`src/rtl/fifo_arb_pkg.sv`:
```
// Shared definitions for the FIFO write-port arbiter.
// Holds the arbiter state encoding, default parameter values and the helper
// that sizes producer-index signals.
package fifo_arb_pkg;

    localparam int unsigned DEF_NUM_REQ   = 4;
    localparam int unsigned DEF_WIDTH     = 8;
    localparam int unsigned DEF_BURST_LEN = 4;

    typedef enum logic [1:0] {
        StIdle,
        StXfer,
        StGap
    } arb_state_e;

    // Width of an index into n producers; never below one bit.
    function automatic int unsigned idx_width(input int unsigned n);
        return (n > 1) ? $clog2(n) : 1;
    endfunction

endpackage

```
`src/rtl/rr_pick.sv`:
```
// Combinational round-robin priority picker.
// Searches i_req upward from i_ptr with wrap-around and reports the first set bit.
// Ports:
//   i_req   : request vector
//   i_ptr   : highest-priority index for this search
//   o_found : at least one request bit set
//   o_idx   : index of the winning request (0 when none)
module rr_pick
    import fifo_arb_pkg::*;
#(
    parameter int unsigned  NUM_REQ = DEF_NUM_REQ,
    localparam int unsigned IDX_W   = idx_width(NUM_REQ)
) (
    input  logic [NUM_REQ-1:0] i_req,
    input  logic [IDX_W-1:0]   i_ptr,
    output logic               o_found,
    output logic [IDX_W-1:0]   o_idx
);

    // One spare bit so ptr + offset never overflows before the explicit wrap.
    logic [IDX_W:0] w_cand;

    always_comb begin
        o_found = 1'b0;
        o_idx   = '0;
        w_cand  = '0;
        for (int unsigned k = 0; k < NUM_REQ; k++) begin
            w_cand = {1'b0, i_ptr} + (IDX_W + 1)'(k);
            if (w_cand >= (IDX_W + 1)'(NUM_REQ)) begin
                w_cand = w_cand - (IDX_W + 1)'(NUM_REQ);
            end
            if (!o_found && i_req[w_cand[IDX_W-1:0]]) begin
                o_found = 1'b1;
                o_idx   = w_cand[IDX_W-1:0];
            end
        end
    end

endmodule

```
`src/rtl/fifo_wr_arbiter.sv`:
```
// Round-robin arbiter sharing one FIFO write port between NUM_REQ producers.
// A grant lasts at most BURST_LEN accepted beats, ends early when the owner drops
// its request, and is always followed by a one-cycle gap before re-arbitration.
// Ports:
//   i_clk, i_reset            : clock, asynchronous active-high reset
//   i_req, i_req_valid        : per-producer request level and beat valid
//   i_req_data                : packed producer data, producer i at [i*WIDTH +: WIDTH]
//   o_gnt, o_owner, o_busy    : registered one-hot grant, owner index, in-transfer flag
//   o_beat_ack                : one-hot, owner's beat written this cycle
//   i_fifo_full               : FIFO full flag
//   o_fifo_wr, o_fifo_data    : FIFO write enable and data
module fifo_wr_arbiter
    import fifo_arb_pkg::*;
#(
    parameter int unsigned  NUM_REQ   = DEF_NUM_REQ,
    parameter int unsigned  WIDTH     = DEF_WIDTH,
    parameter int unsigned  BURST_LEN = DEF_BURST_LEN,
    localparam int unsigned IDX_W     = idx_width(NUM_REQ),
    localparam int unsigned CNT_W     = $clog2(BURST_LEN + 1)
) (
    input  logic                       i_clk,
    input  logic                       i_reset,
    input  logic [NUM_REQ-1:0]         i_req,
    input  logic [NUM_REQ-1:0]         i_req_valid,
    input  logic [NUM_REQ*WIDTH-1:0]   i_req_data,
    output logic [NUM_REQ-1:0]         o_gnt,
    output logic [NUM_REQ-1:0]         o_beat_ack,
    input  logic                       i_fifo_full,
    output logic                       o_fifo_wr,
    output logic [WIDTH-1:0]           o_fifo_data,
    output logic [IDX_W-1:0]           o_owner,
    output logic                       o_busy
);

    arb_state_e         r_state;
    arb_state_e         w_state_next;
    logic [NUM_REQ-1:0] r_gnt;
    logic [IDX_W-1:0]   r_owner;
    logic [IDX_W-1:0]   r_rr_ptr;
    logic [CNT_W-1:0]   r_beat_cnt;

    logic               w_pick_found;
    logic [IDX_W-1:0]   w_pick_idx;
    logic               w_own_req;
    logic               w_accept;
    logic               w_last_beat;
    logic [IDX_W-1:0]   w_owner_inc;

    rr_pick #(
        .NUM_REQ (NUM_REQ)
    ) u_rr_pick (
        .i_req   (i_req),
        .i_ptr   (r_rr_ptr),
        .o_found (w_pick_found),
        .o_idx   (w_pick_idx)
    );

    always_comb begin
        w_own_req   = i_req[r_owner];
        // A beat is never accepted once the owner has released its request.
        w_accept    = (r_state == StXfer) && w_own_req && i_req_valid[r_owner] && !i_fifo_full;
        w_last_beat = w_accept && (r_beat_cnt == CNT_W'(BURST_LEN - 1));
        // Explicit wrap: NUM_REQ need not be a power of two.
        w_owner_inc = (r_owner == IDX_W'(NUM_REQ - 1)) ? '0 : r_owner + 1'b1;

        w_state_next = r_state;
        unique case (r_state)
            StIdle:  if (w_pick_found) w_state_next = StXfer;
            StXfer:  if (!w_own_req || w_last_beat) w_state_next = StGap;
            StGap:   w_state_next = StIdle;
            default: w_state_next = StIdle;
        endcase

        o_fifo_wr   = w_accept;
        o_fifo_data = i_req_data[r_owner*WIDTH +: WIDTH];
        o_beat_ack  = '0;
        if (w_accept) o_beat_ack[r_owner] = 1'b1;
        o_busy      = (r_state == StXfer);
        o_gnt       = r_gnt;
        o_owner     = r_owner;
    end

    always_ff @(posedge i_clk or posedge i_reset) begin
        if (i_reset) begin
            r_state    <= StIdle;
            r_gnt      <= '0;
            r_owner    <= '0;
            r_rr_ptr   <= '0;
            r_beat_cnt <= '0;
        end else begin
            r_state <= w_state_next;
            unique case (r_state)
                StIdle: begin
                    if (w_pick_found) begin
                        r_gnt      <= {{(NUM_REQ-1){1'b0}}, 1'b1} << w_pick_idx;
                        r_owner    <= w_pick_idx;
                        r_beat_cnt <= '0;
                    end
                end
                StXfer: begin
                    if (w_accept) r_beat_cnt <= r_beat_cnt + 1'b1;
                    if (w_state_next == StGap) r_gnt <= '0;
                end
                StGap: begin
                    // The producer that just finished becomes lowest priority.
                    r_rr_ptr <= w_owner_inc;
                end
                default: begin
                    r_gnt <= '0;
                end
            endcase
        end
    end

endmodule

```
`config.mk`:
```
export PLATFORM = sky130hd
export DESIGN_NAME = fifo_wr_arbiter
export DESIGN_NICKNAME = d
export VERILOG_FILES = /design/src/rtl/fifo_arb_pkg.sv /design/src/rtl/rr_pick.sv /design/src/rtl/fifo_wr_arbiter.sv
export SDC_FILE = /design/constraint.sdc
export NUM_CORES = 1
export LEC_CHECK = 0
export BUFFER_PORTS_ARGS = -buffer_cell sky130_fd_sc_hd__buf_2
export CAP_MARGIN = 25
export CORE_UTILIZATION = 46
export CTS_CLUSTER_DIAMETER = 120
export CTS_CLUSTER_SIZE = 20
export DETAILED_ROUTE_END_ITERATION = 10
export GPL_TIMING_DRIVEN = 1
export PLACE_DENSITY = 0.85
export SYNTH_ARGS = -nofsm -noshare
export SYNTH_HDL_FRONTEND = slang
export SYNTH_SLANG_ARGS = --single-unit
```
`constraint.sdc`:
```
create_clock -name i_clk -period 2.88 [get_ports i_clk]
set_input_delay 0 -clock i_clk [delete_from_list [all_inputs] [get_ports i_clk]]
set_output_delay 0 -clock i_clk [all_outputs]
set_load 0.1 [all_outputs]
```
== Word level (Yosys, flattened, before mapping) ==
Index checks and enable logic that the tools add are counted.

* Bits in registers: 13
* Output and inout bits: 20
* Input port bits: 43

* Reductions and logical operators: 19
* Shifts and indexed selects: 2
* Equality and inequality tests: 8
* $lt $le $gt $ge: 10
* Bitwise operators: 1
* Muxes and demuxes: 37
* $add $sub $neg: 9

{| class="wikitable"
|+ Operators with widths
! kind !! number
|-
| indexed part select 32 x 6 -> 8 bit || 1
|-
| 2-to-1 mux 2 bit || 11
|-
| < comparator 2 x 3 -> 1 bit (second input constant) || 5
|-
| binary-select mux 1 bit (select 2 bit) || 6
|-
| 2-to-1 mux 4 bit || 3
|-
| case mux 4 bit (3 select lines) || 1
|-
| 2-to-1 mux 1 bit || 11
|-
| >= comparator 3 bit (second input constant) || 3
|-
| logical AND 1 bit || 8
|-
| subtractor 2 x 1 -> 2 bit (second input constant) || 4
|-
| adder 2 x 2 -> 3 bit (second input constant) || 2
|-
| equality test 2 bit (second input constant) || 3
|-
| 2-to-1 mux 3 bit || 2
|-
| case mux 3 bit (2 select lines) || 1
|-
| AND reduction 3 bit || 2
|-
| logical NOT 1 bit || 5
|-
| inequality test 2 x 1 -> 1 bit (second input constant) || 2
|-
| case mux 2 bit (2 select lines) || 1
|-
| << shifter 1 x 2 -> 4 bit (first input constant) || 1
|-
| adder 2 x 1 -> 3 bit (second input constant) || 1
|-
| adder 3 x 1 -> 3 bit (second input constant) || 1
|-
| equality test 3 x 2 -> 1 bit (second input constant) || 1
|-
| >= comparator 2 x 3 -> 1 bit (second input constant) || 1
|-
| adder 2 x 1 -> 2 bit (second input constant) || 1
|-
| 9 further kinds || 9
|}

== Logic depth before layout (Yosys ltp) ==
Gate-level depths: netlist of run 1.

* Word-level depth: 19
* Mapped depth: 6
* Gate-level depth less buffers: 6

== Cells and area by module ==
A second synthesis of run 1 with hierarchy kept.

* Cells, all modules: 102
* Area total of the unflattened synthesis: 1076.0 um^2

{| class="wikitable"
|+ Modules (own cells, without submodules)
! module !! cells an instance !! times used !! sequential area each (um^2) !! area an instance (um^2)
|-
| fifo_wr_arbiter || 87 || 1 || 325.3 || 998.5
|-
| rr_pick || 15 || 1 || 0.0 || 77.6
|}

== Least setup slack after synthesis of run 1 ==
OpenSTA, ideal clock, no wires.

* Path type: register -> output
* From: reg r_owner[0], in the netlist o_owner[0]
* To: out o_beat_ack[0]
* Buffers on the path: 1
* Data arrival time: 3.778 ns
* Cell stages (with the launch flop): 6
* Slack: -0.898 ns
* Cells stage by stage: dfrtp_1 -> buf_2 -> mux2i_1 -> o22a_2 -> a2111oi_4 -> and2_1

* Word-level cells in the longest chain between the ends: 6

{| class="wikitable"
|+ Ends and longest elaborated chain
! element !! line !! RTL
|-
| from (decl) || fifo_wr_arbiter.sv:38 || <nowiki>logic [IDX_W-1:0] r_owner;</nowiki>
|-
| from (signal assigned) || fifo_wr_arbiter.sv:96 || <nowiki>r_owner <= w_pick_idx;</nowiki>
|-
| binary-select mux 1 bit (select 2 bit) || fifo_wr_arbiter.sv:59 || <nowiki>w_own_req = i_req[r_owner];</nowiki>
|-
| 2-to-1 mux 1 bit (not written as such) || fifo_wr_arbiter.sv:59 ||
|-
| logical AND 1 bit || fifo_wr_arbiter.sv:61 || <nowiki>w_accept = (r_state == StXfer) && w_own_req && i_req_valid[r_owner] && !i_fifo_full;</nowiki>
|-
| logical AND 1 bit (*) (2 in a row) || fifo_wr_arbiter.sv:61 ||
|-
| named net o_fifo_wr || fifo_wr_arbiter.sv:29 || <nowiki>output logic o_fifo_wr,</nowiki>
|-
| 2-to-1 mux 4 bit (*) || fifo_wr_arbiter.sv:77 || <nowiki>if (w_accept) o_beat_ack[r_owner] = 1'b1;</nowiki>
|-
| to (decl) || fifo_wr_arbiter.sv:27 || <nowiki>output logic [NUM_REQ-1:0] o_beat_ack,</nowiki>
|}

The timed path passes the listed nets; every way through them passes the cells marked *. The select of a mux whose other input is x is not followed.

== Worst setup path after layout of run 1 ==
* From: reg r_owner[1], in the netlist o_owner[1]
* To: out o_beat_ack[0]

* Word-level cells in the longest chain between the ends: 6

{| class="wikitable"
|+ Ends and longest elaborated chain
! element !! line
|-
| branches (longest 5 deep; another with < comparator 2 x 3 -> 1 bit) || n/a
|-
| 2-to-1 mux 4 bit (*) || fifo_wr_arbiter.sv:77
|}

Mark *: on every way between the ends. The select of a mux whose other input is x is not followed.

==> run_results.csv, run 1 <==
group,metric,value,unit
status,status,"complete, no violations",
place,place_congestion,0.733,
die,die_w,49.6,um
clocking,root_buffer,"clkbuf_4",
clocking,clk_path_buf_depth,2,
clocking,h-tree-depth,1,
synth,synthCells,96,
critical_path,worst-setup-path-type,"flip-flop to primary output",
grt,grt_pass1_wl,4.63,mm
drt,avgRoutedWirePerCell,15.1,um
synth,syn_nets,145,
timing,fin_crit_sh,94.0,%
drt,viasPerCell,5.52,
critical_path,crit_slowest_cell,"dfrtp_4",
grt,grt_pass1_vias,1074,
critical_path,crit_fanout,18,
synth,ys_types,32,
cells_and_area,layout.cells.non_filler,187,
synth,synth_warnings,0,
grt,overflow,0,
clocking,clock-sinks,13,
die,core_area,2040,um2
synth,synth-seq-area-share,31.2,%
synth,ys_ff_latch,13,
job,maxCapViolations,0,
timing,rsz0062_at_grt,"no",
drt,drt_wl_total,2.82,mm
clocking,cts_resized,0,
worst_hold_path,hp-class,"primary input to flip-flop",
timing,worst_slew_pin_slew,0.609,ns
cells_and_area,mostFrequentLayoutCell,"buf_2",
cells_and_area,final_core_util,69.6,%
clocking,cts_made_buffers,3,
timing,fmax,0.369,GHz
critical_path,critPathCaptureType,"primary output",
timing,finClkSkew,0.00298,ns
clocking,clk_pin_slew_worst_paths,0.08,ns
die,fp-row-count,16,
timing,max-slew-margin-rel,58.8,%
critical_path,crit_chain,"or3b_1 -> o22a_2 -> a2111oi_4 -> and2_2 -> buf_2",
grt,antenna_found_initial,0,
synth,syn_avg_cell_area,10.9,um2
timing,fin_ws,0.173,ns
place,dp.cells,182,
drt,ant_nets,0,
synth,synth_area,1040,um2
timing,setup_viol,0,
critical_path,crit_family,"compound AO/OA/AOI/OAI gates",
die,initial_core_util,51.0,%
clocking,clk-insertion-delay-late,0.27,ns
drt,first_pass_iters,4,
critical_path,worstPathRequired,2.88,ns
cells_and_area,fin_nets,210,
timing,setup_tns,0,ns
place,post-dp-hpwl,2.31,mm
drt,drcViolationCount,0,
cells_and_area,most-common-layout-cells,"buf_2 (62), dfrtp_1 (11), nand2_1 (10)",
drt,num_vias,1032,
die,io_pins,63,
timing,slew_violations,0,
cells_and_area,syn_to_final_growth,36.4,%
clocking,tritoncts,"built",
die,die-area,2460,um2
die,die_h,49.6,um
place,dp_slack,0.470,ns
cells_and_area,n_antenna_cell,0,
critical_path,crit_arrival,2.71,ns
place,port_buffers,62,
critical_path,critPathLaunchType,"flip-flop",
drt,drt_iter0_drc,31,
timing,finalHoldViolations,0,
grt,grt_usage,24.7,%
cells_and_area,drive_gt1_share,55.0,%
grt,grt_max_degree,19,
timing,period_minus_slack,2.71,ns
critical_path,critPathBufInv,1,
critical_path,slowest_delay,0.58,ns
registers in the layout, indices dropped and copies added (netlist names):
signal,count
r_rr_ptr,2
r_beat_cnt,3
o_gnt,4
r_state,2
o_owner,2
timing repair:
item / CTS / global route
hold buffers: 1 / 0
setup buffers: 0 / 0
hold endpoints to repair: 13 / 0
routing by layer:
layer	part of all wire (%)	GRT usage (%)
met2	50	45.5
met4	1.3	8.57
met5	0	0
met1	40	27.8
met3	8.5	5.25
kinds of logic (layout without fill, tap and decap cells):
group / count (synthesis) / after routing / share of synthesized area [%]
compound gates: 20 / 20 / 17.5
flops: 13 / 13 / 31.2
mux: 15 / 15 / 24.4
fa+ha+maj: 6 / 6 / 7.20
buf+inv: 11 / 75 / 4.20
simple gates: 31 / 31 / 15.5
cells in the mapped netlist, drive strengths merged:
master,n,area (um2)
a2111oi,1,27.5
a211o,1,8.76
a211oi,1,7.51
a21oi,2,10.0
a311oi,1,8.76
a32o,2,20.0
and2,4,25.0
and4b,1,10.0
buf,2,10.0
clkbuf,1,3.75
dfrtp,13,325
ha,6,75.1
inv,8,30.0
mux2,3,33.8
mux2i,4,40.0
mux4,8,180
nand2,10,37.5
nand3,1,5.00
nand3b,2,15.0
nor2,7,26.3
nor2b,1,6.26
nor4,1,6.26
nor4b,1,8.76
o21ai,2,10.0
o22a,2,18.8
o22ai,2,12.5
o31ai,5,42.5
o41ai,1,16.3
or2,2,12.5
or3b,1,8.76
metrics by stage:
step	hold WS [ns]	area, um2
2_1_floorplan	-0.123	1050
3_3_place_gp	0.0280	1390
3_5_place_dp	0.0425	1390
4_1_cts	0.0691	1420
5_1_grt	0.101	1420
6_report	0.0738	1420
worst register-to-register path: cells and delay by family (launching register included):
family	cells	cell delay, ns
AOI/OAI and AO/OA	3	0.89
DFF	1	0.58
and+or+nand+nor	2	0.54
final timing paths:
check	start	endpoint	slack (ns)	depth (start not counted)
worst max register to register	o_owner[1]	r_beat_cnt[2]	0.78	5
worst min-delay path	i_fifo_full	r_beat_cnt[0]	0.07	3
max in group asynchronous	i_reset	o_owner[0]	2.23	3
min in group asynchronous	i_reset	o_gnt[2]	0.28	3
worst max-delay path	o_owner[1]	o_beat_ack[0]	0.17	5
worst min register to register	o_gnt[0]	o_gnt[0]	0.49	2
final cells by class:
type	instances	area (um2)
Clock buffer	4	26.3
Fill cell	176	621
Inverter	8	30.0
Multi-Input combinational cell	72	678
Sequential cell	13	333
Tap cell	27	33.8
Timing Repair Buffer	63	320
Power of run 1 is left out: the tool's default activity adds up to more than one toggle a clock period on the data nets, which glitch-free logic cannot reach.
==> run 2: changes to the inputs <==
--- a/config.mk
+++ b/config.mk
@@ -9,3 +9,3 @@
 export CAP_MARGIN = 25
-export CORE_UTILIZATION = 46
+export CORE_UTILIZATION = 47
 export CTS_CLUSTER_DIAMETER = 120
@@ -14,2 +14,3 @@
 export GPL_TIMING_DRIVEN = 1
+export MAX_ROUTING_LAYER = met4
 export PLACE_DENSITY = 0.85
@@ -17,2 +18,3 @@
 export SYNTH_HDL_FRONTEND = slang
+export SYNTH_HIERARCHICAL = 1
 export SYNTH_SLANG_ARGS = --single-unit
==> constraint.sdc (replaced) <==
create_clock -name i_clk -period 2.88 [get_ports i_clk]
set_input_delay 0.288 -clock i_clk [delete_from_list [all_inputs] [get_ports i_clk]]
set_output_delay 0.288 -clock i_clk [all_outputs]
set_load 0.1 [all_outputs]
==> run 2 against run 1 <==
Effect of this change:
- wire length is 4.6% lower
- clock-buffer cell count stayed put
- sequential share of layout area is 0.42 points lower
- non-clock buffer count is 1 lower
- first-iteration DRC count is 81% lower
- synthesized area is 3.2% higher
- synthesized cell count is 6.3% higher
- die area is 0.99% higher
- maximum frequency is 1.1% lower
- critical path depth stayed put
- highest routed layer unchanged
==> run_results.csv, run 2 <==
group,metric,value,unit
status,status,"complete, no violations",
cells_and_area,most-common-layout-cells,"buf_2 (62), dfrtp_1 (11), inv_1 (8), a21oi_1 (8), mux4_2 (8)",
cells_and_area,n_antenna_cell,0,
clocking,tritoncts,"built",
clocking,h-tree-depth,1,
drt,avgRoutedWirePerCell,14.2,um
timing,fmax,0.365,GHz
timing,setup_viol,0,
timing,slew_violations,0,
clocking,clk_pin_slew_worst_paths,0.07,ns
power_and_ir_drop,swShare,65.2,%
die,die_h,49.8,um
power_and_ir_drop,leakagePower,0.000727,uW
grt,antenna_found_initial,0,
clocking,cts_made_buffers,3,
synth,synth_edf_count,0,
drt,num_vias,1059,
die,initial_core_util,52.2,%
critical_path,critPathBufInv,1,
critical_path,crit_arrival,2.45,ns
die,fp-row-count,16,
drt,viasPerCell,5.57,
grt,overflow,0,
synth,syn_nets,151,
synth,synth_commonest_cells,"dfrtp_1 (13), inv_1 (9), a21oi_1 (8), mux4_2 (8), ha_1 (6)",
clocking,clock-sinks,13,
critical_path,slowest_delay,0.60,ns
power_and_ir_drop,p_int,635,uW
critical_path,worst-setup-path-type,"flip-flop to primary output",
power_and_ir_drop,p_seq_share,21.1,%
synth,synthCells,102,
timing,fin_crit_sh,95.1,%
synth,synth-main-ff-cell,"dfrtp_1",
die,io_pins,63,
synth,synthMuxAreaShare,26.0,%
grt,grt_pass1_vias,1032,
die,die-area,2480,um2
critical_path,crit_fanout,17,
critical_path,crit_family,"flip-flops",
clocking,clk_path_buf_depth,2,
critical_path,crit_slowest_cell,"dfrtp_4",
synth,netlist_top_cells_area,"dfrtp_1 (30%), mux4_2 (17%), ha_1 (7.0%)",
synth,synth_warnings,6,
timing,finalHoldViolations,0,
synth,synth_top_area_cell,"dfrtp_1",
power_and_ir_drop,power_density,1270,nW/um2
clocking,holdBufCountCts,0,
die,die_w,49.8,um
cells_and_area,fin_nets,213,
synth,synth_compound_gate_area_share,14.2,%
synth,syn_avg_cell_area,10.5,um2
grt,grt_usage,24.5,%
die,core_area,2060,um2
timing,fin_ws,0.142,ns
place,place_congestion,0.794,
drt,first_pass_iters,4,
power_and_ir_drop,power_switching,1190,uW
synth,synth-seq-area-share,30.2,%
critical_path,critPathLaunchType,"flip-flop",
drt,drt_iter0_drc,6,
job,maxCapViolations,0,
synth,synth_xor_area_share,0,%
cells_and_area,mostFrequentLayoutCell,"buf_2",
critical_path,worstPathRequired,2.59,ns
timing,rsz0062_at_grt,"no",
timing,finClkSkew,0.00259,ns
drt,drcViolationCount,0,
power_and_ir_drop,ir_drop,855,uV
place,dp_slack,0.428,ns
worst_hold_path,hp-class,"primary input to async pin",
synth,ys_ff_latch,13,
critical_path,critPathCaptureType,"primary output",
synth,synthAdderAreaFrac,6.98,%
clocking,clk-insertion-delay-late,0.27,ns
drt,ant_nets,0,
synth,synth.top_cell.area_share,30.2,%
drt,drt_wl_total,2.69,mm
clocking,root_buffer,"clkbuf_4",
grt,grt_pass1_wl,4.52,mm
synth,synth_top_family_by_area,"multiplexers",
grt,grt_max_degree,18,
timing,max-slew-margin-rel,63.9,%
timing,worst_slew_pin_slew,0.537,ns
timing,period_minus_slack,2.74,ns
power_and_ir_drop,comb_power_share,72.9,%
cells_and_area,drive_gt1_share,55.2,%
critical_path,crit_chain,"mux2i_1 -> or2_4 -> a221oi_4 -> and2_4 -> buf_2",
timing,setup_tns,0,ns
synth,synth_area,1080,um2
synth,ys_types,31,
clocking,cts_resized,0,
synth,synth-simple-area-share,16.4,%
synth,synthArstFlopShare,100,%
power_and_ir_drop,clock_power_share,6.0,%
cells_and_area,syn_to_final_growth,33.5,%
synth,yosys.cell_count.top_type,"dfrtp_1",
place,port_buffers,62,
cells_and_area,largest_reg_flops,4,
clocking,post_cts_buffers,0,
==> run 2: cell types whose count changed after synthesis, moves of 2 or more <==
cell,before,now
nand2b_1,0,4
nand2_1,10,5
a21oi_1,2,8
o31ai_1,4,1
a32o_1,2,0
o2bb2ai_1,0,4
nor3b_1,0,2
o22ai_1,2,0
nor3_1,0,2
nand3b_1,2,0
o21ai_0,2,5
nor2_1,7,4
buf_4,0,2
nand3_1,1,3
==> run 2: logic make-up after synthesis <==
kind of cell / Yosys count
and+or+nand+nor: 30
AOI/OAI and AO/OA: 21
muxes: 17
buffers and inverters: 15
DFF: 13
adders and majority gates: 6
==> run 2: area by class of cell <==
| cell class | count | area (um2) |
|---|---|---|
| Inverter | 10 | 41.3 |
| Clock buffer | 4 | 26.3 |
| Multi-Input combinational cell | 74 | 694 |
| Fill cell | 156 | 626 |
| Timing Repair Buffer | 62 | 310 |
| Tap cell | 27 | 33.8 |
| Sequential cell | 13 | 330 |
==> run 2: stage by stage <==
| step | util, % | instance area (um2) | total power (uW) | hold WS [ns] | std cells |
|---|---|---|---|---|---|
| after floorplan | - | 1100 | 1550 | 0.165 | 102 |
| after detailed placement | 68.4 | 1410 | 1720 | 0.324 | 186 |
| after global routing | 69.7 | 1440 | 1920 | 0.0630 | 190 |
| final | 69.7 | 1440 | 1820 | 0.0180 | 190 |
| after global placement | 68.4 | 1410 | 1680 | 0.317 | 186 |
| after CTS | 69.7 | 1440 | 1830 | 0.0246 | 190 |
==> run 2: final timing paths <==
path	slack [ns]	from	cells past startpoint	end
worst max-delay path	0.14	o_owner[0]	5	o_beat_ack[2]
worst min-delay path	0.02	i_reset	2	o_gnt[2]
min in group i_clk	0.38	i_fifo_full	3	r_beat_cnt[2]
max in group asynchronous	2.50	i_reset	2	o_owner[0]
worst max register to register	0.89	o_owner[0]	4	r_beat_cnt[1]
worst min register to register	0.51	r_beat_cnt[0]	1	r_beat_cnt[0]
==> run 2: per-layer routing <==
metal  vias up  GRT usage (%)  wire (um)
li1        502              -          -
met1       509           28.9       1060
met2        46           41.7       1460
met3         2           3.70        167
met4         0           9.52          9
met5         -              -          0
==> run 2: power groups by stage <==
stage	Clock, uW	Combinational, uW	Sequential [uW]
after floorplan	0	1010	538
after global placement	0	1310	376
after detailed placement	0	1330	386
after CTS	112	1330	383
after global routing	121	1390	404
final	109	1330	385
Power figures use the tool's default switching activity.
==> run 3: changes to the inputs <==
BUFFER_PORTS_ARGS = not set   (was -buffer_cell sky130_fd_sc_hd__buf_2)
CAP_MARGIN = 10   (was 25)
CORE_UTILIZATION = 60   (was 47)
DONT_BUFFER_PORTS = 1   (was not set)
PLACE_DENSITY = 0.76   (was 0.85)
clock period = 3 ns   (was 2.88 ns; I/O delays follow)
==> run 3 against run 2 <==
Effect of this change:
- final area is 14% lower
- clock skew decreased by 0.0011 ns
- core utilization is 8.3 points higher
- wire length is 5.9% lower
- clock-buffer cell count stayed put
- die area fell by 21%
- critical endpoint is now o_beat_ack[1]
==> run_results.csv, run 3 (synthesized netlist as in run 2, its figures left out) <==
group,metric,value,unit
status,status,"complete, no violations",
grt,grt_max_degree,14,
die,die_h,44.4,um
timing,worst_slew_pin_slew,0.929,ns
cells_and_area,fin_nets,160,
timing,setup_viol,0,
drt,drt_iter0_drc,36,
grt,overflow,0,
cells_and_area,layout.cells.non_filler,134,
timing,rsz0062_at_grt,"no",
cells_and_area,final_core_util,77.9,%
grt,grt_pass1_vias,839,
worst_hold_path,hp-class,"primary input to flip-flop",
critical_path,crit_chain,"mux2i_1 -> or2_4 -> a221oi_4 -> and2_4 -> buf_12",
cells_and_area,n_antenna_cell,0,
grt,antenna_found_initial,0,
grt,grt_usage,28.0,%
die,core_area,1590,um2
drt,drcViolationCount,0,
clocking,root_buffer,"clkbuf_4",
clocking,cts_resized,0,
drt,avgRoutedWirePerCell,18.9,um
critical_path,crit_family,"flip-flops",
critical_path,crit_fanout,8,
clocking,clk_pin_slew_worst_paths,0.08,ns
cells_and_area,syn_to_final_growth,15.5,%
clocking,clk_path_buf_depth,2,
critical_path,critPathBufInv,1,
job,maxCapViolations,0,
grt,grt_pass1_wl,3.84,mm
drt,viasPerCell,6.30,
clocking,tritoncts,"built",
timing,finClkSkew,0.00144,ns
place,place_congestion,0.856,
critical_path,crit_slowest_cell,"dfrtp_4",
critical_path,critPathCaptureType,"primary output",
timing,period_minus_slack,2.45,ns
critical_path,slowest_delay,0.53,ns
place,port_buffers,0,
clocking,clock-sinks,13,
die,die_w,44.4,um
place,post-dp-hpwl,2.05,mm
timing,max-slew-margin-rel,38.1,%
timing,slew_violations,0,
place,dp_slack,0.840,ns
critical_path,worst-setup-path-type,"flip-flop to primary output",
place,dp.cells,129,
clocking,h-tree-depth,1,
cells_and_area,largest_reg_flops,4,
drt,drt_wl_total,2.53,mm
drt,ant_nets,0,
cells_and_area,mostFrequentLayoutCell,"dfrtp_1",
die,io_pins,63,
die,fp-row-count,14,
critical_path,crit_arrival,2.15,ns
timing,fin_crit_sh,81.6,%
critical_path,critPathLaunchType,"flip-flop",
cells_and_area,drive_gt1_share,32.7,%
critical_path,worstPathRequired,2.70,ns
timing,hold_ws,0.246,ns
drt,num_vias,844,
timing,finalHoldViolations,0,
timing,fin_ws,0.553,ns
clocking,cts_made_buffers,3,
die,die-area,1970,um2
die,initial_core_util,67.5,%
timing,fmax,0.409,GHz
cells_and_area,most-common-layout-cells,"dfrtp_1 (11), inv_1 (8), a21oi_1 (8), mux4_2 (8), ha_1 (6)",
drt,first_pass_iters,4,
clocking,clk-insertion-delay-late,0.26,ns
## run 3: cell count changes in the layout (fill, tap and decap cells not counted)
cell | previous run | this run
dlygate4sd3_1 | 0 | 1
buf_2 | 62 | 0
buf_4 | 0 | 4
buf_12 | 0 | 4
## run 3: stage by stage
step	cell area (um2)	setup TNS, ns
3_3_place_gp	1210	0
2_1_floorplan	1100	-0.370
6_report	1240	0
5_1_grt	1240	0
3_5_place_dp	1210	0
4_1_cts	1240	0
## run 3: worst reg2reg max path: cells and delay by family, from the launching register on
family           cells  cell delay, ns
AO/OA/AOI/OAI        1            0.52
flip-flops           1            0.53
AND/OR/NAND/NOR      1            0.25
multiplexers         2            0.51
## run 3: repair_timing
item	4_1_cts	5_1_grt
hold endpoints to repair	13	0
setup buffers	0	0
hold buffers	1	0
setup endpoints to repair	0	0
## run 3: path summary, 6_finish.rpt
| kind | cells past startpoint | start | to | slack (ns) |
|---|---|---|---|---|
| worst max-delay path | 5 | o_owner[0] | o_beat_ack[1] | 0.55 |
| worst min register to register | 1 | r_beat_cnt[0] | r_beat_cnt[0] | 0.52 |
| max in group asynchronous | 2 | i_reset | o_owner[0] | 2.14 |
| worst min-delay path | 2 | i_fifo_full | r_beat_cnt[2] | 0.25 |
| worst max register to register | 4 | o_owner[0] | r_beat_cnt[1] | 1.08 |
| min in group asynchronous | 2 | i_reset | o_gnt[1] | 0.50 |
## run 3: area by class of cell
type,count,area (um2)
Clock buffer,4,26.3
Fill cell,94,352
Inverter,10,41.3
Multi-Input combinational cell,74,694
Sequential cell,13,330
Tap cell,24,30.0
Timing Repair Buffer,9,120
## run 3: per-layer routing
metal	GRT usage, %	part of all wire [%]
met5	-	0
met1	32.3	37
met4	10.9	0.59
met2	48.8	54
met3	4.08	7.7
Power of run 3 is left out for the same reason.
